## src/rtl/mul_add_pkg.sv

```systemverilog
//------------------------------------------------------------------------------
// Module   : mul_add_pkg
// Purpose  : Shared widths, default core latencies and tag record for mul_add_sched.
// Revision : 1.0
//------------------------------------------------------------------------------
`default_nettype none

package mul_add_pkg;

    localparam int DATA_WIDTH  = 32;
    localparam int NUM_REQ     = 4;
    localparam int MUL_LATENCY = 5;
    localparam int ADD_LATENCY = 7;
    localparam int TAG_WIDTH   = $clog2(NUM_REQ);

    typedef struct packed {
        logic                 valid;
        logic [TAG_WIDTH-1:0] owner;
    } tag_t;

endpackage

`default_nettype wire

```

## src/rtl/mul_add_sched_if.sv

```systemverilog
//------------------------------------------------------------------------------
// Module   : mul_add_sched_if
// Purpose  : Requester and FP-core signal bundle for mul_add_sched.
// Revision : 1.0
//------------------------------------------------------------------------------
`default_nettype none

interface mul_add_sched_if #(
    parameter int DATA_WIDTH = mul_add_pkg::DATA_WIDTH,
    parameter int NUM_REQ    = mul_add_pkg::NUM_REQ
);

    logic [NUM_REQ-1:0]            req;
    logic [NUM_REQ*DATA_WIDTH-1:0] req_a;
    logic [NUM_REQ*DATA_WIDTH-1:0] req_b;
    logic [NUM_REQ*DATA_WIDTH-1:0] req_c;
    logic [NUM_REQ-1:0]            gnt;
    logic [NUM_REQ-1:0]            busy;
    logic                          core_aclr;
    logic                          core_en;
    logic [DATA_WIDTH-1:0]         mul_a;
    logic [DATA_WIDTH-1:0]         mul_b;
    logic [DATA_WIDTH-1:0]         mul_result;
    logic [DATA_WIDTH-1:0]         add_a;
    logic [DATA_WIDTH-1:0]         add_b;
    logic [DATA_WIDTH-1:0]         add_result;
    logic [DATA_WIDTH-1:0]         result;
    logic [NUM_REQ-1:0]            done;

    // Scheduler side
    modport master (
        input  req, req_a, req_b, req_c, mul_result, add_result,
        output gnt, busy, core_aclr, core_en, mul_a, mul_b, add_a, add_b, result, done
    );

    // Requesters and FP cores
    modport slave (
        output req, req_a, req_b, req_c, mul_result, add_result,
        input  gnt, busy, core_aclr, core_en, mul_a, mul_b, add_a, add_b, result, done
    );

endinterface

`default_nettype wire

```

## src/rtl/mul_add_sched_rr_arbiter.sv

```systemverilog
//------------------------------------------------------------------------------
// Module   : rr_arbiter
// Purpose  : Round-robin one-hot arbiter; search starts after the last winner.
// Revision : 1.0
//------------------------------------------------------------------------------
`default_nettype none

module rr_arbiter #(
    parameter int NUM_REQ = 4,
    localparam int c_idx_w = $clog2(NUM_REQ)
) (
    input  logic               clk,
    input  logic               rst_n,
    input  logic [NUM_REQ-1:0] eligible,
    input  logic               advance,
    output logic [NUM_REQ-1:0] grant,
    output logic [c_idx_w-1:0] last
);

    logic [c_idx_w-1:0] r_last;
    logic [c_idx_w-1:0] w_idx;
    logic [c_idx_w-1:0] w_win_idx;

    // Walk from the farthest candidate back to last+1 so the nearest eligible one wins.
    always_comb begin
        grant     = '0;
        w_idx     = '0;
        w_win_idx = r_last;
        for (int i = NUM_REQ; i >= 1; i--) begin
            w_idx = c_idx_w'((int'(r_last) + i) % NUM_REQ);
            if (eligible[w_idx]) begin
                grant        = '0;
                grant[w_idx] = 1'b1;
                w_win_idx    = w_idx;
            end
        end
    end

    always_ff @(posedge clk or negedge rst_n) begin
        if (!rst_n) begin
            r_last <= c_idx_w'(NUM_REQ - 1);
        end else if (advance) begin
            r_last <= w_win_idx;
        end
    end

    assign last = r_last;

endmodule

`default_nettype wire

```

## src/rtl/mul_add_sched.sv

```systemverilog
//------------------------------------------------------------------------------
// Module   : mul_add_sched
// Purpose  : Shares one pipelined FP multiplier and adder among NUM_REQ requesters (a*b+c).
// Revision : 1.0
//------------------------------------------------------------------------------
`default_nettype none

module mul_add_sched #(
    parameter int DATA_WIDTH  = mul_add_pkg::DATA_WIDTH,
    parameter int NUM_REQ     = mul_add_pkg::NUM_REQ,
    parameter int MUL_LATENCY = mul_add_pkg::MUL_LATENCY,
    parameter int ADD_LATENCY = mul_add_pkg::ADD_LATENCY
) (
    input  logic             clk,
    input  logic             rst_n,
    mul_add_sched_if.master  bus
);

    import mul_add_pkg::*;

    localparam int c_tag_depth = MUL_LATENCY + ADD_LATENCY + 1;
    localparam int c_c_depth   = MUL_LATENCY + 1;
    localparam int c_idx_w     = $clog2(NUM_REQ);

    logic [NUM_REQ-1:0]    w_eligible;
    logic [NUM_REQ-1:0]    w_grant;
    logic [NUM_REQ-1:0]    w_retire;
    logic [c_idx_w-1:0]    w_last;
    logic                  w_issue;
    logic [DATA_WIDTH-1:0] w_a_sel;
    logic [DATA_WIDTH-1:0] w_b_sel;
    logic [DATA_WIDTH-1:0] w_c_sel;
    tag_t                  w_tag_head;
    tag_t                  w_tag_tail;

    logic                  r_issue;
    logic [NUM_REQ-1:0]    r_busy;
    logic [NUM_REQ-1:0]    r_done;
    logic [DATA_WIDTH-1:0] r_mul_a;
    logic [DATA_WIDTH-1:0] r_mul_b;
    logic [DATA_WIDTH-1:0] r_result;
    tag_t                  r_tag_pipe [c_tag_depth-1];
    logic [DATA_WIDTH-1:0] r_c_pipe   [c_c_depth];

    assign w_eligible = bus.req & ~r_busy & {NUM_REQ{rst_n}};
    assign w_issue    = |w_grant;

    rr_arbiter #(
        .NUM_REQ (NUM_REQ)
    ) u_arbiter (
        .clk      (clk),
        .rst_n    (rst_n),
        .eligible (w_eligible),
        .advance  (w_issue),
        .grant    (w_grant),
        .last     (w_last)
    );

    always_comb begin
        w_a_sel = '0;
        w_b_sel = '0;
        w_c_sel = '0;
        for (int k = 0; k < NUM_REQ; k++) begin
            if (w_grant[k]) begin
                w_a_sel = bus.req_a[k*DATA_WIDTH +: DATA_WIDTH];
                w_b_sel = bus.req_b[k*DATA_WIDTH +: DATA_WIDTH];
                w_c_sel = bus.req_c[k*DATA_WIDTH +: DATA_WIDTH];
            end
        end
    end

    // The arbiter pointer moves only on a grant, so one cycle after an issue it
    // names that issue's owner; together with r_issue it forms tag stage 0.
    always_comb begin
        w_tag_head.valid = r_issue;
        w_tag_head.owner = TAG_WIDTH'(w_last);
    end

    assign w_tag_tail = r_tag_pipe[c_tag_depth-2];

    always_comb begin
        w_retire = '0;
        if (w_tag_tail.valid) begin
            w_retire[w_tag_tail.owner] = 1'b1;
        end
    end

    always_ff @(posedge clk or negedge rst_n) begin
        if (!rst_n) begin
            r_issue  <= 1'b0;
            r_busy   <= '0;
            r_done   <= '0;
            r_mul_a  <= '0;
            r_mul_b  <= '0;
            r_result <= '0;
            for (int i = 0; i < c_tag_depth - 1; i++) begin
                r_tag_pipe[i] <= '0;
            end
            for (int i = 0; i < c_c_depth; i++) begin
                r_c_pipe[i] <= '0;
            end
        end else begin
            if (w_issue) begin
                r_mul_a <= w_a_sel;
                r_mul_b <= w_b_sel;
            end
            r_issue       <= w_issue;
            r_tag_pipe[0] <= w_tag_head;
            for (int i = 1; i < c_tag_depth - 1; i++) begin
                r_tag_pipe[i] <= r_tag_pipe[i-1];
            end
            r_c_pipe[0] <= w_c_sel;
            for (int i = 1; i < c_c_depth; i++) begin
                r_c_pipe[i] <= r_c_pipe[i-1];
            end
            r_busy <= (r_busy & ~w_retire) | w_grant;
            r_done <= w_retire;
            if (w_tag_tail.valid) begin
                r_result <= bus.add_result;
            end
        end
    end

    assign bus.gnt       = w_grant;
    assign bus.busy      = r_busy;
    assign bus.done      = r_done;
    assign bus.result    = r_result;
    assign bus.mul_a     = r_mul_a;
    assign bus.mul_b     = r_mul_b;
    assign bus.add_a     = bus.mul_result;
    assign bus.add_b     = r_c_pipe[c_c_depth-1];
    assign bus.core_aclr = ~rst_n;
    assign bus.core_en   = rst_n;

endmodule

`default_nettype wire

```

## src/flat_wrapper.sv

```systemverilog
// flat-port wrapper written by rule: the top's interface ports become plain ports
module mul_add_sched_flat import mul_add_pkg::*;
#(
    parameter int DATA_WIDTH  = mul_add_pkg::DATA_WIDTH,
    parameter int NUM_REQ     = mul_add_pkg::NUM_REQ,
    parameter int MUL_LATENCY = mul_add_pkg::MUL_LATENCY,
    parameter int ADD_LATENCY = mul_add_pkg::ADD_LATENCY
)
  (clk, rst_n, bus_req, bus_req_a, bus_req_b, bus_req_c, bus_mul_result, bus_add_result, bus_gnt, bus_busy, bus_core_aclr, bus_core_en, bus_mul_a, bus_mul_b, bus_add_a, bus_add_b, bus_result, bus_done);
  mul_add_sched_if #(.DATA_WIDTH(DATA_WIDTH), .NUM_REQ(NUM_REQ)) bus_i ();
  input  logic clk;
  input  logic rst_n;
  input wire logic [$bits(bus_i.req)-1:0] bus_req;
  input wire logic [$bits(bus_i.req_a)-1:0] bus_req_a;
  input wire logic [$bits(bus_i.req_b)-1:0] bus_req_b;
  input wire logic [$bits(bus_i.req_c)-1:0] bus_req_c;
  input wire logic [$bits(bus_i.mul_result)-1:0] bus_mul_result;
  input wire logic [$bits(bus_i.add_result)-1:0] bus_add_result;
  output wire logic [$bits(bus_i.gnt)-1:0] bus_gnt;
  output wire logic [$bits(bus_i.busy)-1:0] bus_busy;
  output wire logic [$bits(bus_i.core_aclr)-1:0] bus_core_aclr;
  output wire logic [$bits(bus_i.core_en)-1:0] bus_core_en;
  output wire logic [$bits(bus_i.mul_a)-1:0] bus_mul_a;
  output wire logic [$bits(bus_i.mul_b)-1:0] bus_mul_b;
  output wire logic [$bits(bus_i.add_a)-1:0] bus_add_a;
  output wire logic [$bits(bus_i.add_b)-1:0] bus_add_b;
  output wire logic [$bits(bus_i.result)-1:0] bus_result;
  output wire logic [$bits(bus_i.done)-1:0] bus_done;
  assign bus_i.req = bus_req;
  assign bus_i.req_a = bus_req_a;
  assign bus_i.req_b = bus_req_b;
  assign bus_i.req_c = bus_req_c;
  assign bus_i.mul_result = bus_mul_result;
  assign bus_i.add_result = bus_add_result;
  assign bus_gnt = bus_i.gnt;
  assign bus_busy = bus_i.busy;
  assign bus_core_aclr = bus_i.core_aclr;
  assign bus_core_en = bus_i.core_en;
  assign bus_mul_a = bus_i.mul_a;
  assign bus_mul_b = bus_i.mul_b;
  assign bus_add_a = bus_i.add_a;
  assign bus_add_b = bus_i.add_b;
  assign bus_result = bus_i.result;
  assign bus_done = bus_i.done;
  mul_add_sched #(.DATA_WIDTH(DATA_WIDTH), .NUM_REQ(NUM_REQ), .MUL_LATENCY(MUL_LATENCY), .ADD_LATENCY(ADD_LATENCY)) u_core (.clk(clk), .rst_n(rst_n), .bus(bus_i));
endmodule
```

## config.mk

```make
export PLATFORM = sky130hd
export DESIGN_NAME = mul_add_sched_flat
export DESIGN_NICKNAME = d
export VERILOG_FILES = /design/src/rtl/mul_add_pkg.sv /design/src/rtl/mul_add_sched_if.sv /design/src/rtl/mul_add_sched_rr_arbiter.sv /design/src/rtl/mul_add_sched.sv /design/src/flat_wrapper.sv
export SDC_FILE = /design/constraint.sdc
export NUM_CORES = 1
export LEC_CHECK = 0
export CAP_MARGIN = 20
export CORE_AREA = 2 2 244 246
export CTS_CLUSTER_DIAMETER = 80
export DETAILED_ROUTE_END_ITERATION = 8
export DIE_AREA = 0 0 246 248
export DONT_BUFFER_PORTS = 1
export SLEW_MARGIN = 20
export SYNTH_ARGS = -nofsm -noshare
export SYNTH_HDL_FRONTEND = slang
export SYNTH_SLANG_ARGS = --single-unit
```

## constraint.sdc

```tcl
create_clock -name clk -period 3.4 [get_ports clk]
set_input_delay 0.68 -clock clk [delete_from_list [all_inputs] [get_ports clk]]
set_output_delay 0.68 -clock clk [all_outputs]
set_load 0.005 [all_outputs]
```

==> results of run 1 <==
where the power goes:
part | internal [uW] | leakage [uW] | total [uW] | switching [uW]
Clock | 2780 | 0.000674 | 4500 | 1710
Combinational | 4440 | 0.00210 | 10600 | 6130
Sequential | 5920 | 0.00413 | 6920 | 996
Total | 13100 | 0.00691 | 22000 | 8840
per-stage QoR:
| step | hold slack (ns) | setup WS [ns] | cells | instance area [um2] | util |
|---|---|---|---|---|---|
| after floorplan | 0.331 | 0.0117 | 1223 | 14400 | - |
| after global placement | 0.331 | 0.00644 | 1861 | 15000 | 0.257 |
| after detailed placement | 0.335 | 0.0543 | 1861 | 15000 | 0.257 |
| after CTS | -0.207 | 0.0331 | 1929 | 16500 | 0.282 |
| after global routing | -0.202 | -0.0121 | 1939 | 16700 | 0.285 |
| final | -0.170 | 0.0895 | 1940 | 16700 | 0.285 |
worst max-delay path, stage by stage (launching register included):
cell,delay [ns]
dfstp_2,0.55
clkinvlp_4,0.13
ha_4,0.33
a21oi_2,0.05
a21oi_2,0.19
buf_6,0.19
o22a_1,0.21
nand2_4,0.10
inv_1,0.12
buf_8,0.18
repair_timing:
item / CTS / global route
resized for setup: 15 / 17
endpoints found under the setup margin: 3 / 2
cloned: 0 / 0
pin swaps: 1 / 9
endpoints found under the hold margin: 335 / 333
buffers inserted: 1 / 5
cell families (layout without fill, tap and decap cells):
kind of cell,Yosys count,count (layout),synth area share
AOI/OAI and AO/OA,392,392,0.228
buffers and inverters,261,199,0.0878
muxes,33,33,0.0261
DFF,335,335,0.582
and+or+nand+nor,194,194,0.0692
xor gates and xnor gates,1,1,0.000608
other,0,6,0
adders and majority gates,7,7,0.00608
registers in the layout, indices dropped and copies added, names as in the netlist:
register,flops
u_core.bus.done,4
u_core.r_c_pipe,160
u_core.bus.add_b,32
u_core.bus.mul_b,32
u_core.u_arbiter.last,2
u_core.r_tag_pipe,36
u_core.bus.mul_a,32
u_core.bus.busy,4
u_core.r_issue,1
u_core.bus.result,32
final timing paths:
kind	from	endpoint	depth (start not counted)
hold / removal	rst_n	u_core.bus.add_b[23]	0
hold reg to reg	u_core.r_c_pipe[35]	u_core.bus.add_b[3]	0
setup reg to reg	u_core.u_arbiter.last[1]	u_core.bus.mul_a[25]	11
setup / recovery	u_core.u_arbiter.last[1]	bus_gnt[2]	9
min in group clk	bus_req_c[108]	u_core.r_c_pipe[172]	2
max in group asynchronous	rst_n	u_core.bus.mul_a[29]	0
area by class of cell:
class / instances / area (um2)
clock inverters: 20 / 323
flip-flops and latches: 335 / 8390
diodes: 6 / 15.0
well taps: 773 / 967
multi-input cells: 627 / 4960
repair buffers: 58 / 651
fillers: 5952 / 41800
clock buffers: 47 / 1070
inverters: 74 / 287
layout by cell type (no fill, tap or decap), drive strengths merged, types with 2 or more instances in the layout:
cell type and count:
dfrtp 333, inv 76, o21ai 75, a2bb2oi 65, a2111o 64, nand3 64
nor3 64, a311o 64, a22oi 64, buf 58, clkbuf 47, nand2 42
mux2 33, a221oi 32, a21oi 10, bufinv 7, ha 7, clkinv 7
diode 6, clkinvlp 4, nand4b 4, nand4bb 4, nor2 4, o2111ai 4
o22a 3, o22ai 3, nand4 3, and4b 2, nor4bb 2, and3 2
dfstp 2, a211oi 2, o211ai 2
synth_stat cells (2+ instances only):
cell	n	share of area
a22oi_1	64	0.033
o21ai_0	67	0.023
o22a_1	3	0.0018
nand4bb_1	4	0.0031
nand4b_1	4	0.0024
nor2_1	4	0.0010
buf_1	9	0.0023
a2111o_1	64	0.050
nand3_1	64	0.022
buf_2	27	0.0094
o21ai_1	8	0.0028
a2bb2oi_1	65	0.040
inv_1	73	0.019
nand4_1	2	0.00087
dfrtp_1	333	0.58
buf_4	65	0.034
o2111ai_1	4	0.0024
a221oi_1	32	0.019
o22ai_1	2	0.00087
ha_1	7	0.0061
nor3_1	64	0.022
and3_1	2	0.00087
mux2_2	32	0.025
nor4bb_1	2	0.0014
nand2_1	42	0.011
and4b_1	2	0.0014
a311o_1	64	0.044
dfstp_2	2	0.0036
clkbuf_1	85	0.022
a21oi_1	9	0.0031
per-layer routing:
metal,share of wire,wire length (um)
met1,0.38,17400
met2,0.47,21700
met3,0.093,4250
met4,0.055,2550
met5,0,0
==> results.md, run 1 <==
- Crit start category: flop
- P per Cell Area: 1320 nW/um2
- WL final: 46000 um
- Lkg Pwr: 0.00691 uW
- Net count after synthesis: 1684
- Area grow syn2layout: 15.6%
- Failing checks: hold timing
- Post-synthesis cell area: 14400 um2
- Clock Skews: 0.00865 ns
- H-tree Lvls: 2
- Share of cells above drive strength 1: 0.163
- Slew @ Worst Pin: 0.695 ns
- Vias per cell: 5.39
- Tcrit/Tclk final: 0.974
- Worst path required time: 2.72 ns
- Async set or reset register ratio after synthesis: 1.00
- Synthesized instance count: 1223
- Core area: 58500 um2
- CP Capture Type: primary output
- I/O Buffers: 0
- Die Y: 248 um
- HP Class: in -> async
- Slew Limit Fails: 0
- Final ANT Viol Nets: 0
- Highest clock rate: 302 MHz
- Setup TNS: 0 ns
- Initial DRT Pass Iterations: 6
- R2R setup slack: 0.28 ns
- Initial core utilization: 0.246
- Synth Register Bits: 335
- Global Route Usage Sum: 0.140
- Outcome: finished with violations
- DRT iter0 DRCs: 837
- CTS sink count: 335
- CTS Buf Count: 38
- Total grt overflow: 0
- First-pass GRT wire length: 65100 um
- Number of synthesized flops with an enable pin: 0
- Hold Fails Final Rpt: 333
- Met2 GRT Util: 0.226
- Die area: 61000 um2
- Crit Path Class: reg -> out
- Worst-path clk slew: 0.06 ns
- Ys Warns: 0
- Via Count: 10.5k
- Largest net degree at the start of global routing: 350
- Top FF cell, synth: dfrtp_1
- Worst hold slack: -0.170 ns
- Crit path max fanout: 20
- Final setup viols: 0
- Worst slew margin: 0.537
- Max Cap Violations: 0
- RD Place Congestion: 0.842
- Post-DP HPWL: 31200 um
- Syn_area_per_cell: 11.8 um2
- CTS Buffer Depth: 3
- Die W: 246 um
- Final nets: 1595
- Root Buffer: clkbuf_16
- Antenna violations before repair: 5
- VDD IR max: 0.654 mV
- Post-route minimum period: 3.31 ns
- Met1 GRT Util: 0.169
- DRC errors left: 0
- Worst skew pair latency: 0.54 ns
- Post-synthesis sequential area ratio: 0.582
- Num rows: 89
- Grt met3 use: 0.0390
- Total power: 22000 uW
- Routed wire per std cell: 23.7 um
- Most used routing layer in global routing: met2
- IO Count: 628
- Worst EP arrival: 2.63 ns
- CTS tree: yes
- Vias in the first global route: 10.6k
- Cell variety after synth: 48
No activity file was read; power rests on OpenSTA's default activity.
==> run 2: changes to the inputs <==
--- a/config.mk
+++ b/config.mk
@@ -6,11 +6,15 @@
 export NUM_CORES = 1
 export LEC_CHECK = 0
 export CAP_MARGIN = 20
+export CELL_PAD_IN_SITES_DETAIL_PLACEMENT = 1
+export CELL_PAD_IN_SITES_GLOBAL_PLACEMENT = 1
 export CORE_AREA = 2 2 244 246
 export CTS_CLUSTER_DIAMETER = 80
 export DETAILED_ROUTE_END_ITERATION = 8
 export DIE_AREA = 0 0 246 248
 export DONT_BUFFER_PORTS = 1
+export MAX_ROUTING_LAYER = met4
+export PLACE_DENSITY_LB_ADDON = 0.1
 export SLEW_MARGIN = 20
 export SYNTH_ARGS = -nofsm -noshare
 export SYNTH_HDL_FRONTEND = slang
==> results.md, run 2 (same netlist as run 1, synthesis figures left out) <==
- Highest clock rate: 302 MHz
- Design Area, Final: 16700 um2
- Die area: 61000 um2
- Setup TNS: 0 ns
- DRT iter0 DRCs: 687
- Post-DP Area: 15000 um2
- Crit path max fanout: 33
- DRC errors left: 0
- CTS Buf Count: 43
- Utilization after layout: 0.286
- DP Worst Slack: 0.0492 ns
- Worst-path clk slew: 0.06 ns
- RSZ-0062 raised after global routing: yes
- Max stage delay on crit path: 0.55 ns
- WL final: 57400 um
- Post-DP HPWL: 37000 um
- Fill cells: 6375
- Global Route Usage Sum: 0.183
- Highest-count cells in the layout ignoring fill and taps: 332 x dfrtp_1, 70 x inv_1, 66 x o21ai_0, 65 x a2bb2oi_1
- CP max-delay cell: dfstp_2
- Max Cap Violations: 0
- IO Count: 628
- First-pass GRT wire length: 79100 um
- Initial DRT Pass Iterations: 5
- Total grt overflow: 0
- Slew Limit Fails: 0
- HP Class: in -> async
- Via Count: 10.4k
- CTS sink count: 335
- Final nets: 1608
- Worst EP arrival: 2.63 ns
- Largest net degree at the start of global routing: 350
- Tcrit/Tclk final: 0.974
- Failing checks: hold timing
- Crit Path Class: reg -> out
- Initial core utilization: 0.246
- Worst path required time: 2.72 ns
- VDD IR max: 0.683 mV
- Worst skew pair latency: 0.56 ns
- CP Capture Type: primary output
- Largest regs: u_core.r_c_pipe x160, u_core.r_tag_pipe x36
- Lkg Pwr: 0.00696 uW
- Die Y: 248 um
- Antenna violations before repair: 5
- CTS Buffer Depth: 3
- I/O Buffers: 0
- Outcome: finished with violations
- Slew @ Worst Pin: 0.895 ns
- Dpl cells: 1855
- H-tree Lvls: 2
- Hold Fails Final Rpt: 333
- P per Cell Area: 1360 nW/um2
- CTS tree: yes
- Most common cell after layout, fill and taps aside: dfrtp_1
- Final ANT Viol Nets: 0
- Post-route minimum period: 3.31 ns
- Routed wire per std cell: 29.4 um
- Number of flip-flops in the largest register: 160
- Vias in the first global route: 10.9k
- Num rows: 89
- Clock Skews: 0.0136 ns
- Worst slew margin: 0.403
- Area grow syn2layout: 16.2%
- Non-Filler Instances: 1951
- Crit-path cells: buf_8, nand4b_1, a21oi_2, a21oi_4, buf_4, mux2_4, nand2_4, inv_1, buf_12
- Die W: 246 um
- Biggest register: u_core.r_c_pipe
- Worst hold slack: -0.181 ns
- Share of cells above drive strength 1: 0.165
- RD Place Congestion: 0.826
- Crit start category: flop
- Core area: 58500 um2
- Final setup viols: 0
- Setup slack after layout: 0.0882 ns
- Root Buffer: clkbuf_16
- Vias per cell: 5.31
## run 2: final timing paths
kind | to | depth (start not counted) | slack [ns] | startpoint
worst min-delay path | u_core.r_c_pipe[100] | 0 | -0.18 | rst_n
min in group clk | u_core.r_c_pipe[164] | 2 | 0.24 | bus_req_c[100]
worst max register to register | u_core.bus.mul_b[10] | 11 | 0.17 | u_core.u_arbiter.last[0]
worst min register to register | u_core.r_c_pipe[85] | 0 | 0.34 | u_core.r_c_pipe[117]
worst max-delay path | bus_gnt[1] | 9 | 0.09 | u_core.u_arbiter.last[0]
max in group asynchronous | u_core.bus.mul_b[17] | 0 | 2.94 | rst_n
## run 2: worst max-delay path, delay by kind of cell (launching register included)
| kind | cells | cell delay, ns |
|---|---|---|
| flip-flops | 1 | 0.55 |
| AO/OA/AOI/OAI | 2 | 0.34 |
| buffers and inverters | 4 | 0.52 |
| AND/OR/NAND/NOR | 2 | 0.30 |
| multiplexers | 1 | 0.32 |
## run 2: repair_timing
item                       in CTS  in global routing
cloned                          2                  2
setup buffers                   5                 11
hold endpoints to repair      335                333
pin swaps                       3                 12
setup endpoints to repair       4                 17
gates resized for setup        19                 15
## run 2: routing by layer
| layer | vias up | track usage | part of all wire |
|---|---|---|---|
| li1 | 4381 | - | - |
| met1 | 5419 | 0.219 | 0.40 |
| met2 | 467 | 0.295 | 0.50 |
| met3 | 86 | 0.0569 | 0.076 |
| met4 | 0 | 0.0531 | 0.024 |
| met5 | - | - | 0 |
## run 2: power breakdown
group / switching, uW / internal [uW] / total [uW]
clock: 1830 / 2620 / 4450
combinational: 6560 / 4720 / 11300
sequential: 1160 / 5920 / 7080
total: 9550 / 13300 / 22800
## run 2: through the flow
| stage | total power (uW) | hold slack [ns] |
|---|---|---|
| 2_1_floorplan | 13900 | 0.331 |
| 3_3_place_gp | 17800 | 0.332 |
| 3_5_place_dp | 18000 | 0.336 |
| 4_1_cts | 22900 | -0.222 |
| 5_1_grt | 24300 | -0.224 |
| 6_report | 22800 | -0.181 |
## run 2: final cells by class
type,instances,area [um2],share of cell area
repair inverters,2,17.5,0.00105
flip-flops and latches,335,8390,0.501
repair buffers,64,774,0.0463
multi-input cells,627,4890,0.292
well taps,773,967,0.0578
clock buffers,55,1180,0.0706
diodes,5,12.5,0.000748
clock inverters,16,193,0.0115
inverters,74,308,0.0184
